## src/rtl/time_set_controller_pkg.sv

```systemverilog
`default_nettype none
// =============================================================================
// tsc_pkg : shared encodings, field ranges and limits for time_set_controller
// Rev 1.0
// =============================================================================
package tsc_pkg;

  // State codes double as the S output code
  typedef enum logic [1:0] {
    ST_RUN       = 2'b00,
    ST_SET_TIME  = 2'b10,
    ST_SET_ALARM = 2'b11
  } state_e;

  localparam logic [1:0] S_RUN       = 2'b00;
  localparam logic [1:0] S_SET_TIME  = 2'b10;
  localparam logic [1:0] S_SET_ALARM = 2'b11;

  // Field codes double as the CW output code
  typedef enum logic [1:0] {
    FLD_NONE = 2'b00,
    FLD_MIN  = 2'b01,
    FLD_HR   = 2'b10,
    FLD_DAY  = 2'b11
  } field_e;

  localparam int DAY_HI = 14;
  localparam int DAY_LO = 12;
  localparam int HR_HI  = 11;
  localparam int HR_LO  = 7;
  localparam int MT_HI  = 6;
  localparam int MT_LO  = 4;
  localparam int MU_HI  = 3;
  localparam int MU_LO  = 0;

  localparam logic [7:0] MIN_MAX_BCD = 8'h59;
  localparam logic [4:0] HR_MAX      = 5'd23;
  localparam logic [2:0] DAY_MAX     = 3'd6;

  function automatic field_e next_field(input field_e f);
    case (f)
      FLD_MIN: return FLD_HR;
      FLD_HR:  return FLD_DAY;
      default: return FLD_MIN;
    endcase
  endfunction

endpackage
`default_nettype wire

```

## src/rtl/time_set_controller_if.sv

```systemverilog
`default_nettype none
// =============================================================================
// time_set_controller_if : button/time inputs and display/load outputs
// Rev 1.0
// =============================================================================
interface time_set_controller_if;
  logic        BMode;
  logic        BNext;
  logic        BUp;
  logic        BDown;
  logic [14:0] CT;
  logic [15:0] ST;
  logic [1:0]  S;
  logic [1:0]  CW;
  logic [1:0]  CW1;
  logic        Load;
  logic [14:0] LoadTime;

  modport slave (
    input  BMode, BNext, BUp, BDown, CT,
    output ST, S, CW, CW1, Load, LoadTime
  );

  modport master (
    output BMode, BNext, BUp, BDown, CT,
    input  ST, S, CW, CW1, Load, LoadTime
  );
endinterface
`default_nettype wire

```

## src/rtl/time_set_controller_stepper.sv

```systemverilog
`default_nettype none
// =============================================================================
// time_field_stepper : steps one field of a packed time word with wrap, no carry
// Rev 1.0
// =============================================================================
module time_field_stepper
  import tsc_pkg::*;
(
  input  wire logic [14:0] word_i,
  input  field_e           field_i,
  input  wire logic        up_i,
  input  wire logic        down_i,
  output logic      [14:0] word_o
);

  logic [2:0] w_tens;
  logic [3:0] w_units;
  logic [4:0] w_hr;
  logic [2:0] w_day;

  assign w_tens  = word_i[MT_HI:MT_LO];
  assign w_units = word_i[MU_HI:MU_LO];
  assign w_hr    = word_i[HR_HI:HR_LO];
  assign w_day   = word_i[DAY_HI:DAY_LO];

  always_comb begin
    word_o = word_i;
    if (up_i ^ down_i) begin
      case (field_i)
        FLD_MIN: begin
          // Out-of-range minutes snap to the wrap value rather than stepping
          if (w_tens > 3'd5 || w_units > 4'd9) begin
            word_o[MT_HI:MU_LO] = up_i ? 7'h00 : 7'h59;
          end else if (up_i) begin
            if ({1'b0, w_tens, w_units} == MIN_MAX_BCD)
              word_o[MT_HI:MU_LO] = 7'h00;
            else if (w_units == 4'd9)
              word_o[MT_HI:MU_LO] = {w_tens + 3'd1, 4'd0};
            else
              word_o[MU_HI:MU_LO] = w_units + 4'd1;
          end else begin
            if (w_tens == 3'd0 && w_units == 4'd0)
              word_o[MT_HI:MU_LO] = 7'h59;
            else if (w_units == 4'd0)
              word_o[MT_HI:MU_LO] = {w_tens - 3'd1, 4'd9};
            else
              word_o[MU_HI:MU_LO] = w_units - 4'd1;
          end
        end
        FLD_HR: begin
          if (up_i)
            word_o[HR_HI:HR_LO] = (w_hr >= HR_MAX) ? 5'd0 : w_hr + 5'd1;
          else
            word_o[HR_HI:HR_LO] = (w_hr == 5'd0 || w_hr > HR_MAX) ? HR_MAX : w_hr - 5'd1;
        end
        FLD_DAY: begin
          if (up_i)
            word_o[DAY_HI:DAY_LO] = (w_day >= DAY_MAX) ? 3'd0 : w_day + 3'd1;
          else
            word_o[DAY_HI:DAY_LO] = (w_day == 3'd0 || w_day > DAY_MAX) ? DAY_MAX : w_day - 3'd1;
        end
        default: ;
      endcase
    end
  end

endmodule
`default_nettype wire

```

## src/rtl/time_set_controller.sv

```systemverilog
`default_nettype none
// =============================================================================
// time_set_controller : front-panel mode FSM, edit buffer, alarm register, load
// Rev 1.0
// =============================================================================
module time_set_controller
  import tsc_pkg::*;
#(
  parameter int unsigned         TO_W           = 16,
  parameter logic [TO_W-1:0]     TIMEOUT_CYCLES = 16'd60000
) (
  input  wire logic              Clk,
  input  wire logic              Clr,
  time_set_controller_if.slave   bus
);

  state_e            state_q, state_d;
  field_e            fld_q, fld_d;
  logic [14:0]       buf_q, buf_d;
  logic [14:0]       alarm_q, alarm_d;
  logic              alm_en_q, alm_en_d;
  logic [TO_W-1:0]   idle_q, idle_d;
  logic              load_q, load_d;
  logic [14:0]       ltime_q, ltime_d;

  logic [14:0]       w_stepped;
  logic              w_any_btn;

  assign w_any_btn = bus.BMode | bus.BNext | bus.BUp | bus.BDown;

  time_field_stepper u_stepper (
    .word_i  (buf_q),
    .field_i (fld_q),
    .up_i    (bus.BUp),
    .down_i  (bus.BDown),
    .word_o  (w_stepped)
  );

  always_ff @(posedge Clk or negedge Clr) begin
    if (!Clr) begin
      state_q  <= ST_RUN;
      fld_q    <= FLD_MIN;
      buf_q    <= '0;
      alarm_q  <= '0;
      alm_en_q <= 1'b0;
      idle_q   <= '0;
      load_q   <= 1'b0;
      ltime_q  <= '0;
    end else begin
      state_q  <= state_d;
      fld_q    <= fld_d;
      buf_q    <= buf_d;
      alarm_q  <= alarm_d;
      alm_en_q <= alm_en_d;
      idle_q   <= idle_d;
      load_q   <= load_d;
      ltime_q  <= ltime_d;
    end
  end

  always_comb begin
    state_d  = state_q;
    fld_d    = fld_q;
    buf_d    = buf_q;
    alarm_d  = alarm_q;
    alm_en_d = alm_en_q;
    idle_d   = '0;
    load_d   = 1'b0;
    ltime_d  = ltime_q;

    case (state_q)
      ST_RUN: begin
        if (bus.BMode) begin
          buf_d   = bus.CT;
          fld_d   = FLD_MIN;
          state_d = ST_SET_TIME;
        end else if (bus.BUp) begin
          alm_en_d = ~alm_en_q;
        end
      end
      ST_SET_TIME, ST_SET_ALARM: begin
        if (bus.BMode) begin
          if (state_q == ST_SET_TIME) begin
            load_d  = 1'b1;
            ltime_d = buf_q;
            buf_d   = alarm_q;
            fld_d   = FLD_MIN;
            state_d = ST_SET_ALARM;
          end else begin
            alarm_d = buf_q;
            state_d = ST_RUN;
          end
        end else if (bus.BNext) begin
          fld_d = next_field(fld_q);
        end else begin
          buf_d = w_stepped;
        end

        // A button in the expiry cycle wins and restarts the idle count
        if (!w_any_btn) begin
          if (idle_q == TIMEOUT_CYCLES - 1'b1)
            state_d = ST_RUN;
          else
            idle_d = idle_q + 1'b1;
        end
      end
      default: state_d = ST_RUN;
    endcase
  end

  assign bus.S        = state_q;
  assign bus.CW       = (state_q == ST_RUN) ? FLD_NONE : fld_q;
  assign bus.CW1      = (state_q == ST_SET_ALARM) ? 2'b11 :
                        (state_q == ST_SET_TIME)  ? 2'b01 : 2'b00;
  assign bus.ST       = {alm_en_q, (state_q == ST_RUN) ? alarm_q : buf_q};
  assign bus.Load     = load_q;
  assign bus.LoadTime = ltime_q;

endmodule
`default_nettype wire

```

## src/flat_wrapper.sv

```systemverilog
// flat-port wrapper written by rule: the top's interface ports become plain ports
module time_set_controller_flat import tsc_pkg::*;
#(
  parameter int unsigned         TO_W           = 16,
  parameter logic [TO_W-1:0]     TIMEOUT_CYCLES = 16'd60000
)
  (Clk, Clr, bus_BMode, bus_BNext, bus_BUp, bus_BDown, bus_CT, bus_ST, bus_S, bus_CW, bus_CW1, bus_Load, bus_LoadTime);
  time_set_controller_if bus_i ();
  input  wire logic Clk;
  input  wire logic Clr;
  input wire logic [$bits(bus_i.BMode)-1:0] bus_BMode;
  input wire logic [$bits(bus_i.BNext)-1:0] bus_BNext;
  input wire logic [$bits(bus_i.BUp)-1:0] bus_BUp;
  input wire logic [$bits(bus_i.BDown)-1:0] bus_BDown;
  input wire logic [$bits(bus_i.CT)-1:0] bus_CT;
  output wire logic [$bits(bus_i.ST)-1:0] bus_ST;
  output wire logic [$bits(bus_i.S)-1:0] bus_S;
  output wire logic [$bits(bus_i.CW)-1:0] bus_CW;
  output wire logic [$bits(bus_i.CW1)-1:0] bus_CW1;
  output wire logic [$bits(bus_i.Load)-1:0] bus_Load;
  output wire logic [$bits(bus_i.LoadTime)-1:0] bus_LoadTime;
  assign bus_i.BMode = bus_BMode;
  assign bus_i.BNext = bus_BNext;
  assign bus_i.BUp = bus_BUp;
  assign bus_i.BDown = bus_BDown;
  assign bus_i.CT = bus_CT;
  assign bus_ST = bus_i.ST;
  assign bus_S = bus_i.S;
  assign bus_CW = bus_i.CW;
  assign bus_CW1 = bus_i.CW1;
  assign bus_Load = bus_i.Load;
  assign bus_LoadTime = bus_i.LoadTime;
  time_set_controller #(.TO_W(TO_W), .TIMEOUT_CYCLES(TIMEOUT_CYCLES)) u_core (.Clk(Clk), .Clr(Clr), .bus(bus_i));
endmodule
```

## config.mk

```make
export PLATFORM = sky130hd
export DESIGN_NAME = time_set_controller_flat
export DESIGN_NICKNAME = d
export VERILOG_FILES = /design/src/rtl/time_set_controller_pkg.sv /design/src/rtl/time_set_controller_if.sv /design/src/rtl/time_set_controller_stepper.sv /design/src/rtl/time_set_controller.sv /design/src/flat_wrapper.sv
export SDC_FILE = /design/constraint.sdc
export NUM_CORES = 1
export LEC_CHECK = 0
export ABC_AREA = 1
export CAP_MARGIN = 5
export CORE_MARGIN = 4
export CORE_UTILIZATION = 51
export CTS_CLUSTER_DIAMETER = 150
export DETAILED_ROUTE_END_ITERATION = 8
export PLACE_DENSITY = 0.78
export SLEW_MARGIN = 10
export SYNTH_ARGS = -nofsm -noshare
export SYNTH_HDL_FRONTEND = slang
export SYNTH_HIERARCHICAL = 1
export SYNTH_SLANG_ARGS = --single-unit
```

## constraint.sdc

```tcl
create_clock -name Clk -period 1.8 [get_ports Clk]
set_input_delay 0.36 -clock Clk [delete_from_list [all_inputs] [get_ports Clk]]
set_output_delay 0.36 -clock Clk [all_outputs]
set_load 0.005 [all_outputs]
```

==> Word level (Yosys, flattened, before mapping) <==
Cells that the tools add are included.
{ "word_totals": {"regBits": 67, "in_bits": 21} }
{ "op_classes": {"addsub": 9, "order_cmp": 6, "n_eq_ne": 18, "mux": 46, "n_bitwise": 6, "n_reduce_logical": 19} }
{ "ops": {"columns": ["operator", "count"], "rows": [
  ["$mux 15", 6],
  ["$mux 16", 3],
  ["$mux 7", 6],
  ["$pmux 15 s2", 1],
  ["$mux 2", 11],
  ["$mux 5", 4],
  ["$mux 3", 6],
  ["$ne 3x3->1 const B", 6],
  ["$add 16x1->16 const B", 1],
  ["$eq 16x16->1 const B", 1],
  ["$reduce_and 5->1", 3],
  ["$ne 6x6->1 const B", 2],
  ["$pmux 2 s2", 3],
  ["$eq 2x2->1 const B", 4],
  ["$mux 4", 2],
  ["$eq 7x7->1 const B", 1],
  ["$reduce_and 7->1", 1],
  ["$add 3x1->3 const B", 2],
  ["$gt 3x3->1 const B", 2],
  ["$logic_not 3->1", 2],
  ["$reduce_and 3->1", 2],
  ["$sub 3x1->3 const B", 2],
  ["$add 5x1->5 const B", 1],
  ["$ge 5x5->1 const B", 1],
  ["23 further kinds", 31]
]} }

==> Logic depth before layout (Yosys ltp) <==
Gate-level depths: netlist of run 1.
{ "depth": {"depth_word": 10, "ltp_mapped": 17, "mapped_depth_nobuf": 17} }

==> Hierarchy <==
The synthesis of run 1 kept the hierarchy.
{ "modules_own_cells": {"columns": ["module", "instances", "cells_each", "area_each_um2", "seq_area_each_um2"], "rows": [
  ["time_set_controller", 1, 488, 3530.9, 1677.9],
  ["time_field_stepper", 1, 200, 1008.5, 0.0]
]} }

==> Least setup slack after synthesis of run 1 <==
No wires, ideal clock.
{ "synth_timing": {"path_type": "reg-to-reg", "start": "reg u_core.buf_q[5]", "end": "reg u_core.buf_q[3]", "arrival_ps": 1609, "required_time_ps": 1680, "setup_slack_ps": 71, "stages_incl_launch_ff": 16, "path_buffers": 0, "synth_period_minus_slack_ps": 1729, "cell_sequence": "dfrtp_1 inv_1 ha_1 inv_1 nand2_1 nor2_1 nor2_2 inv_2 o21ai_0 nand3_1 nand3_1 nand2_1 nor2_1 nand2_1 o21ai_0 inv_1"} }
{ "synth_between": {"elab_chain_cells": 10, "word_cells_on_any_way": 14, "cone_classes": "1 x order compare; 1 x eq/ne; 9 x mux; 3 x reduce/logical"} }
{ "synth_rtl": {"columns": ["item", "line_no", "rtl"], "rows": [
  ["start, declared", "time_set_controller.sv:19", "logic [14:0] buf_q, buf_d;"],
  ["start signal, assigned", "time_set_controller.sv:52", "buf_q <= buf_d;"],
  ["branches (longest 4 deep; another with $eq 7x7->1)", null, null],
  ["$mux 7 (*)", "time_set_controller_stepper.sv:32", "if (w_tens > 3'd5 || w_units > 4'd9) begin"],
  ["$mux 7 (*)", "time_set_controller_stepper.sv:29", "case (field_i)"],
  ["$mux 15 (*)", "time_set_controller_stepper.sv:28", "if (up_i ^ down_i) begin"],
  ["named net u_core.w_stepped[3]", "time_set_controller.sv:26", "logic [14:0] w_stepped;"],
  ["$mux 15 (*)", "time_set_controller.sv:93", "end else if (bus.BNext) begin"],
  ["$mux 15 (*)", "time_set_controller.sv:82", "if (bus.BMode) begin"],
  ["$pmux 15 s2 (*)", "time_set_controller.sv:71", "case (state_q)"]
]} }
Mark *: on every way through the listed nets, which the timed path passes. The select of a mux whose other input is x is not followed.
A chain may end at the register's enable or synchronous reset.

==> Worst setup path in the final report of run 1 <==
{ "layout_timing": {"start": "reg u_core.buf_q[1]", "end": "reg u_core.buf_q[4]"} }
{ "layout_between": {"elab_chain_cells": 10, "word_cells_on_any_way": 18, "cone_classes": "1 x order compare; 4 x eq/ne; 9 x mux; 4 x reduce/logical"} }
{ "layout_rtl": {"columns": ["item", "line_no", "rtl"], "rows": [
  ["$logic_not 4->1", "time_set_controller_stepper.sv:42", "if (w_tens == 3'd0 && w_units == 4'd0)"],
  ["$logic_and 1x1->1", "time_set_controller_stepper.sv:42", null],
  ["$mux 7", "time_set_controller_stepper.sv:42", null],
  ["$mux 7", "time_set_controller_stepper.sv:34", "end else if (up_i) begin"],
  ["$mux 7 (*)", "time_set_controller_stepper.sv:32", null],
  ["$mux 7 (*)", "time_set_controller_stepper.sv:29", null],
  ["$mux 15 (*)", "time_set_controller_stepper.sv:28", null],
  ["named net u_core.w_stepped[4]", "time_set_controller.sv:26", null],
  ["$mux 15 (*)", "time_set_controller.sv:93", null],
  ["$mux 15 (*)", "time_set_controller.sv:82", null],
  ["$pmux 15 s2 (*)", "time_set_controller.sv:71", null]
]} }
The timed path passes the listed nets; every way through them passes the cells marked *. The select of a mux whose other input is x is not followed.

==> results.txt, run 1 <==
Non-Filler Instances -> 913
Met1 Usage GRT -> 0.336
RSZ-0062 raised after global routing -> true
Drc violations -> 0
Slew margin rel. -> 0.746
Flop pwr share -> 0.307
Std cell rows -> 34
Cell Area, Synth -> 4540 sq um
Synth warnings -> 6
Port Buffers -> 58
Comb pwr share -> 0.535
Routed wire per std cell -> 14.1 um
Initial DRC count -> 353
Number of CTS-inserted buffers -> 9
Clk_skew -> 0.00877 ns
Starting Density -> 0.523
NetSw -> 0.00345 W
Place WS -> -0.412 ns
Post-synth ARST share -> 1.00
Main synth FF type -> dfrtp_1
Area Overhead vs Synth -> 37.1%
Critical path endpoint category -> register
Placed cells -> 884
Largest family of logic cells by synthesized area -> simple AND/OR/NAND/NOR gates
Die height -> 102 um
Flip-flop and latch count after synthesis -> 67
Detailed Place HPWL -> 9010 um
Synth Instances -> 688
Ant diodes -> 0
Post-synthesis mux area share -> 0.00221
CP arrival -> 2.05 ns
Clock sink total -> 67
Via-to-Cell Ratio -> 5.28
GR Overflow Total -> 0
Fmax -> 0.551 GHz
Core ar. -> 8680 sq um
Violated checks -> negative setup slack
Share of cells above drive strength 1 -> 0.261
GR peak layer -> met2
Die width -> 102 um
First-pass GRT wire length -> 20800 um
Leak -> 3.12 nW
Gpl congestion -> 0.931
Largest net degree at the start of global routing -> 68
Die footprint -> 10500 sq um
Number of global-route vias before repair -> 4527
Area fraction of the dominant cell type after synthesis -> 0.364
GRT Util Overall -> 0.248
Simple logic cell fraction of the synthesized area -> 0.320
Power share of the clock group -> 0.158
Worst path cell trace -> nor2_1, nor2_1, nor2_4, nand3_2, nand2_1, nand3_1, nand2_1, inv_1, nand3_1, nand2_1, nor2_1, nand2_1, o21ai_0, inv_1
Crit path max fanout -> 5
Final Slew Violations -> 0
Final Worst Setup Slack -> -0.0144 ns
First-pass DRT Iterations -> 4
Pwr/cell area -> 1320 nW/um^2
Sw frac -> 0.419
Fin crit share -> 1.01
Post-Synth XOR/XNOR Area -> 0.0135
Via Count -> 4818
DRT Wirelength -> 12900 um
Io pins -> 59
Adder-Cell Fraction of Synth Area -> 0.0331
Worst-margin pin slew -> 0.377 ns
Outcome -> finished with violations
Clk_lat worst skew -> 0.34 ns
Syn_nets -> 721
Layout fillers -> 709
Synth Area in Compound Gates -> 0.146
Clk slew on worst S/H paths -> 0.08 ns
Htree depth -> 3
Clk root buf -> clkbuf_8
Fin area -> 6220 sq um
Final Hold Fails -> 0
Seq/Total Area, Yosys -> 0.370
Number of flops mapped to enable cells by yosys -> 0
Post-DRT Antenna Nets -> 0
Final setup vio count -> 3
Slowest-stage cell, CP -> dfrtp_2
Worst EP required -> 2.04 ns
Cell taking the most area after synthesis -> dfrtp_1
Max incr delay on CP -> 0.46 ns
Mapped Avg Cell Area -> 6.60 sq um
Int Power -> 0.00478 W
Initial antenna violation count -> 0
Met3 usage -> 0.0498
Synth unique cells -> 33
WS Path Type -> reg -> reg
Hold Crit Class -> in -> async
CTS tree -> yes
CP startpoint kind -> register
Met2 Use GR -> 0.404
Cell mode on critical path -> nand2_1
IR drop worst, VDD -> 0.000611 V
Setup TNS -> -0.0375 ns
Top post-synthesis cells by area -> dfrtp_1, nand2_1, o21ai_0
Most frequent cells after synthesis -> nand2_1, inv_1, nor2_1, o21ai_0, dfrtp_1
Maxcap violations -> 0
Minimum clock period after layout -> 1.81 ns
Top-count cell post-synth -> nand2_1
Fin nets -> 833
Longest Clk Path Bufs -> 2
Placed cell area -> 5570 sq um
registers in the layout (all words and copies together) (netlist names):
name,flops
u_core/bus.LoadTime,15
u_core/idle_q,16
u_core/bus.Load,1
u_core/alm_en_q,1
u_core/bus.S,2
u_core/alarm_q,15
u_core/buf_q,15
u_core/fld_q,2
power by group through the flow:
stage	Sequential (W)	Combinational (W)	Clock, W
finish	0.00253	0.00441	0.00130
global route	0.00259	0.00489	0.00140
CTS	0.00246	0.00390	0.00133
detailed placement	0.00246	0.00376	0
global placement	0.00242	0.00368	0
floorplan	0.00237	0.00199	0
repair_timing:
| item | 4_1_cts | 5_1_grt |
|---|---|---|
| buffers inserted | 7 | 5 |
| hold buffers | 0 | 0 |
| hold endpoints to repair | 0 | 0 |
| gates cloned | 2 | 1 |
| setup endpoints to repair | 34 | 32 |
| gates resized for setup | 106 | 107 |
| pin swaps | 11 | 34 |
final cells by class:
class                      instances  area [sq um]  share of cell area
multi-input combinational        497          2650               0.426
sequential                        67          1690               0.272
timing repair buffer             126          1160               0.187
inverter                          99           379              0.0609
clock buffer                      10           138              0.0221
tap                              108           135              0.0217
clock inverter                     6          65.1              0.0105
cells by family (layout without fill, tap and decap cells):
| group | after synthesis | count (layout) |
|---|---|---|
| AO/OA/AOI/OAI | 127 | 127 |
| XOR/XNOR | 7 | 7 |
| adder cells (fa/ha/maj) | 12 | 12 |
| buffers and inverters | 124 | 241 |
| flip-flops | 67 | 67 |
| multiplexers | 1 | 1 |
| AND/OR/NAND/NOR | 350 | 350 |
layout by cell type, fill, tap and decap left out, drive strengths merged, types with 8 or more instances in the layout:
master           n
a21oi           28
buf             82
clkbuf          11
clkdlybuf4s50   35
dfrtp           66
ha              12
inv             99
nand2          206
nand3           48
nor2            84
nor3             8
o21ai           91
path summary, 6_finish.rpt:
| check | startpoint | endpoint | slack [ns] | depth (start not counted) |
|---|---|---|---|---|
| worst max-delay path | u_core/buf_q[1] | u_core/buf_q[4] | -0.01 | 14 |
| worst min-delay path | Clr | u_core/bus.LoadTime[2] | 0.02 | 2 |
| worst max register to register | u_core/buf_q[1] | u_core/buf_q[4] | -0.01 | 14 |
| worst min register to register | u_core/alm_en_q | u_core/alm_en_q | 0.48 | 1 |
| max in group asynchronous | Clr | u_core/fld_q[0] | 1.44 | 2 |
| min in group Clk | u_core/alm_en_q | u_core/alm_en_q | 0.48 | 1 |
critical path: cells and delay by family (launching register included):
kind                   cells  cell delay, ns
AND/OR/NAND/NOR           11            1.05
flip-flops                 1            0.46
buffers and inverters      2            0.09
AO/OA/AOI/OAI              1            0.08
metrics by stage:
step	hold WS (ns)	utilization	total power [W]
2_1_floorplan	0.0644	-	0.00436
3_3_place_gp	0.406	0.641	0.00610
3_5_place_dp	0.413	0.641	0.00622
4_1_cts	0.0385	0.681	0.00769
5_1_grt	0.0353	0.717	0.00888
6_report	0.0170	0.717	0.00824
layer usage:
layer	vias to the layer above	routed length, um
li1	2402	-
met3	18	822
met1	2220	5660
met4	0	183
met2	178	6250
met5	-	0
Note: power is estimated with default switching activity, not from simulation.
==> run 2, diff against run 1 <==
--- a/config.mk
+++ b/config.mk
@@ -12,6 +12,7 @@
 export CTS_CLUSTER_DIAMETER = 150
 export DETAILED_ROUTE_END_ITERATION = 8
 export PLACE_DENSITY = 0.78
+export RECOVER_POWER = 25
 export SLEW_MARGIN = 10
 export SYNTH_ARGS = -nofsm -noshare
 export SYNTH_HDL_FRONTEND = slang
==> results.txt, run 2 (synthesis gave the netlist of run 1 again) <==
Int Power -> 0.00478 W
Final Slew Violations -> 67
Number of global-route vias before repair -> 4527
Clock sink total -> 67
Reg2Reg Depth -> 15
Final Hold Fails -> 0
GRT Util Overall -> 0.248
Port Buffers -> 58
Power share of the clock group -> 0.158
Layout fillers -> 711
Final setup vio count -> 4
DRT Wirelength -> 12800 um
Pwr/cell area -> 1320 nW/um^2
Non-Filler Instances -> 913
CP startpoint kind -> register
Drc violations -> 0
Flop pwr share -> 0.307
WP depth -> 15
Initial DRC count -> 367
Fin nets -> 833
Slew margin rel. -> -0.00200
Starting Density -> 0.523
Comb pwr share -> 0.535
RSZ-0062 raised after global routing -> true
Worst r2r src -> u_core/buf_q[4]
Worst path cell trace -> buf_6, nor2_4, nor2_4, nor2_4, nand3_2, nand2_1, nand3_1, nand2_1, inv_1, nand3_1, nand2_1, nor2_1, nand2_1, o21ai_0, inv_1
Largest net degree at the start of global routing -> 68
Critical path origin -> u_core/buf_q[4]
Cell mode on critical path -> nand2_1
Placed cell area -> 5570 sq um
Place WS -> -0.412 ns
Die footprint -> 10500 sq um
Max incr delay on CP -> 0.47 ns
Initial antenna violation count -> 0
Worst EP required -> 2.04 ns
Core ar. -> 8680 sq um
Overall Power -> 0.00822 W
Htree depth -> 3
Fmax -> 0.551 GHz
Placed cells -> 884
Leak -> 3.12 nW
Crit path max fanout -> 4
Most flops, register -> u_core/idle_q
Std cell rows -> 34
Die width -> 102 um
Fin area -> 6210 sq um
NetSw -> 0.00345 W
Worst-margin pin slew -> 1.50 ns
Final Worst Setup Slack -> -0.0145 ns
Routed wire per std cell -> 14.1 um
Clk slew on worst S/H paths -> 0.08 ns
Ant diodes -> 0
Post-DRT Antenna Nets -> 0
Outcome -> finished with violations
Hold Crit Class -> in -> async
Clk_skew -> 0.00885 ns
CP arrival -> 2.05 ns
Io pins -> 59
Crit path buf inv count -> 3
IR drop worst, VDD -> 0.000611 V
WS Path Type -> reg -> reg
Slowest-stage cell, CP -> dfrtp_2
Register Area -> 1690 sq um
Die height -> 102 um
Clk root buf -> clkbuf_8
Commonest non-fill, non-tap cells in the layout -> nand2_1, inv_1, nor2_1
Sw frac -> 0.419
First-pass GRT wire length -> 20800 um
CP top delay family -> simple AND/OR/NAND/NOR gates
Detailed Place HPWL -> 9010 um
Most common cell after layout, fill and taps aside -> nand2_1
Critical path endpoint category -> register
Longest Clk Path Bufs -> 2
CTS tree -> yes
Share of cells above drive strength 1 -> 0.261
Gpl congestion -> 0.931
Fin crit share -> 1.01
Number of CTS-inserted buffers -> 9
WHS -> 0.467 ns
Via-to-Cell Ratio -> 5.27
First-pass DRT Iterations -> 5
Via Count -> 4812
Clk_lat worst skew -> 0.34 ns
Maxcap violations -> 1
Minimum clock period after layout -> 1.81 ns
Multi-input gate area -> 2650 sq um
GR Overflow Total -> 0
Area Overhead vs Synth -> 36.8%
Max reg flops -> 16
Violated checks -> max-capacitance violations, max-slew violations, negative setup slack
[run 2: timing repair]
| item | in CTS | in global routing |
|---|---|---|
| setup endpoints to repair | 34 | 32 |
| cloned | 2 | 1 |
| pin swaps | 11 | 34 |
| buffers inserted | 7 | 5 |
| gates resized for setup | 106 | 107 |
| hold buffers | 0 | 0 |
[run 2: worst paths after layout]
check,to,slack [ns]
worst max-delay path,u_core/buf_q[4],-0.01
worst min-delay path,u_core/bus.LoadTime[2],0.47
worst max register to register,u_core/buf_q[4],-0.01
worst min register to register,u_core/alm_en_q,0.48
max in group asynchronous,u_core/buf_q[7],0.31
min in group Clk,u_core/alm_en_q,0.48
[run 2: power groups by stage]
stage          combinational [W]  sequential [W]  clock (W)
5_1_grt                  0.00489         0.00259    0.00140
2_1_floorplan            0.00199         0.00237          0
3_3_place_gp             0.00368         0.00242          0
4_1_cts                  0.00390         0.00246    0.00133
6_report                 0.00440         0.00252    0.00130
3_5_place_dp             0.00376         0.00246          0
[run 2: layout make-up]
class,count,area share
repair buffers,126,0.185
well taps,108,0.0218
flip-flops and latches,67,0.272
multi-input cells,497,0.427
inverters,99,0.0611
clock inverters,6,0.0105
clock buffers,10,0.0222
[run 2: through the flow]
step,util,setup TNS [ns]
2_1_floorplan,-,0
3_3_place_gp,0.641,-4.49
3_5_place_dp,0.641,-5.03
4_1_cts,0.681,-0.0712
5_1_grt,0.716,-2.21
6_report,0.716,-0.0490
[run 2: per-layer routing]
| metal | global-route usage | vias up | routed length, um |
|---|---|---|---|
| met4 | 0.0676 | 0 | 202 |
| met3 | 0.0498 | 22 | 793 |
| met2 | 0.404 | 187 | 6220 |
| li1 | - | 2402 | - |
| met1 | 0.336 | 2201 | 5630 |
| met5 | 0 | - | 0 |
==> run 3, diff against run 2 <==
--- a/config.mk
+++ b/config.mk
@@ -7,6 +7,7 @@
 export LEC_CHECK = 0
 export ABC_AREA = 1
 export CAP_MARGIN = 5
+export CORE_ASPECT_RATIO = 0.5
 export CORE_MARGIN = 4
 export CORE_UTILIZATION = 51
 export CTS_CLUSTER_DIAMETER = 150
==> results.txt, run 3 (synthesis gave the netlist of run 1 again) <==
Via Count -> 5012
Die width -> 141 um
Slowest-stage cell, CP -> dfrtp_1
Final setup vio count -> 16
IR drop worst, VDD -> 0.000634 V
Number of CTS-inserted buffers -> 9
Area Overhead vs Synth -> 39.1%
Critical path endpoint category -> register
Outcome -> finished with violations
Initial antenna violation count -> 0
DRT Wirelength -> 14200 um
RSZ-0062 raised after global routing -> true
Minimum clock period after layout -> 1.93 ns
Largest net degree at the start of global routing -> 68
Gpl congestion -> 0.944
Fin nets -> 841
Leak -> 3.19 nW
CP startpoint kind -> register
Cell mode on critical path -> nand2_1
Crit path max fanout -> 3
Maxcap violations -> 1
WS Path Type -> reg -> reg
Final Worst Setup Slack -> -0.134 ns
Slew margin rel. -> -0.0120
Worst path cell trace -> inv_2, ha_4, inv_2, nand2_2, nor2_4, nor2_4, buf_6, nand3_2, nand2_1, nand3_1, nand2_1, inv_1, nand3_1, nand2_1, nor2_1, nand2_1, o21ai_1, inv_1
Std cell rows -> 23
Crit path buf inv count -> 5
Most common cell after layout, fill and taps aside -> nand2_1
Die footprint -> 10600 sq um
Clk root buf -> clkbuf_16
Max incr delay on CP -> 0.40 ns
Hold Crit Class -> reg -> reg
Number of global-route vias before repair -> 4687
Routed wire per std cell -> 15.3 um
Fmax -> 0.517 GHz
CP top delay family -> simple AND/OR/NAND/NOR gates
GR Overflow Total -> 0
CTS tree -> yes
CTS Hold Buffers Added -> 0
Place WS -> -0.380 ns
Final Slew Violations -> 68
Via-to-Cell Ratio -> 5.42
Worst EP required -> 2.02 ns
Starting Density -> 0.546
Port Buffers -> 58
Fin crit share -> 1.07
Pwr/cell area -> 1390 nW/um^2
Share of cells above drive strength 1 -> 0.252
Drc violations -> 0
Htree depth -> 3
Layout fillers -> 642
Longest Clk Path Bufs -> 2
First-pass GRT wire length -> 22700 um
Detailed Place HPWL -> 9270 um
Core ar. -> 8320 sq um
Initial DRC count -> 471
Clk slew on worst S/H paths -> 0.06 ns
Clock sink total -> 67
Violated checks -> max-capacitance violations, max-slew violations, negative setup slack
Ant diodes -> 0
Most flops, register -> u_core/idle_q
Multi-input gate area -> 2590 sq um
Register Area -> 1690 sq um
Clk_lat worst skew -> 0.33 ns
GRT Util Overall -> 0.271
Setup TNS -> -0.948 ns
Worst-margin pin slew -> 1.52 ns
Die height -> 74.7 um
Commonest non-fill, non-tap cells in the layout -> nand2_1, inv_1, nor2_1
First-pass DRT Iterations -> 5
CP arrival -> 2.15 ns
Max reg flops -> 16
Clk_skew -> 0.00889 ns
Post-DRT Antenna Nets -> 0
Final Hold Fails -> 0
Io pins -> 59
## run 3: cell types whose count changed in the layout (fill, tap and decap cells not counted), moves of 6 or more
cell | previous run | this run
nand2_1 | 190 | 179
o21ai_2 | 23 | 9
clkbuf_16 | 1 | 9
buf_6 | 7 | 13
o21ai_1 | 31 | 50
clkbuf_8 | 10 | 1
nand2_2 | 14 | 22
## run 3: metal layers
metal / GRT usage / vias up / part of all wire
met4: 0.0500 / 0 / 0.018
met5: 0 / - / 0
met2: 0.468 / 216 / 0.48
met1: 0.364 / 2346 / 0.44
met3: 0.0571 / 33 / 0.059
li1: - / 2417 / -
## run 3: worst paths after layout
| path | from | endpoint | slack (ns) | cells past startpoint |
|---|---|---|---|---|
| worst min register to register | u_core/alm_en_q | u_core/alm_en_q | 0.48 | 1 |
| worst max-delay path | u_core/buf_q[5] | u_core/buf_q[4] | -0.13 | 18 |
| max in group asynchronous | Clr | u_core/buf_q[2] | 0.28 | 2 |
| worst min-delay path | u_core/alm_en_q | u_core/alm_en_q | 0.48 | 1 |
| worst max register to register | u_core/buf_q[5] | u_core/buf_q[4] | -0.13 | 18 |
| min in group asynchronous | Clr | u_core/bus.LoadTime[14] | 0.50 | 2 |
## run 3: area by class of cell
type	count	share of cell area
inverter	99	0.0597
tap	112	0.0222
clock buffer	10	0.0379
clock inverter	6	0.00773
timing repair buffer	134	0.196
multi-input combinational	497	0.410
sequential	67	0.267
## run 3: metrics by stage
step	instance area (sq um)	power, W	hold slack, ns	util	std cells
floorplan	4540	0.00436	0.0644	-	688
global placement	5590	0.00618	0.407	0.672	887
CTS	6130	0.00833	0.0532	0.737	921
finish	6310	0.00880	0.482	0.759	925
global route	6310	0.00938	0.527	0.759	925
detailed placement	5590	0.00625	0.411	0.672	887
## run 3: power breakdown
part | switching, W | internal [W] | leakage (nW) | total, W
Clock | 0.000725 | 0.000982 | 0.132 | 0.00171
Sequential | 0.000494 | 0.00199 | 0.831 | 0.00249
Combinational | 0.00243 | 0.00218 | 2.23 | 0.00461
Total | 0.00365 | 0.00515 | 3.19 | 0.00880
## run 3: timing repair
action	4_1_cts	5_1_grt
gates cloned	3	0
setup endpoints to repair	32	32
gates resized for setup	132	85
pin swaps	19	32
buffers inserted	15	7
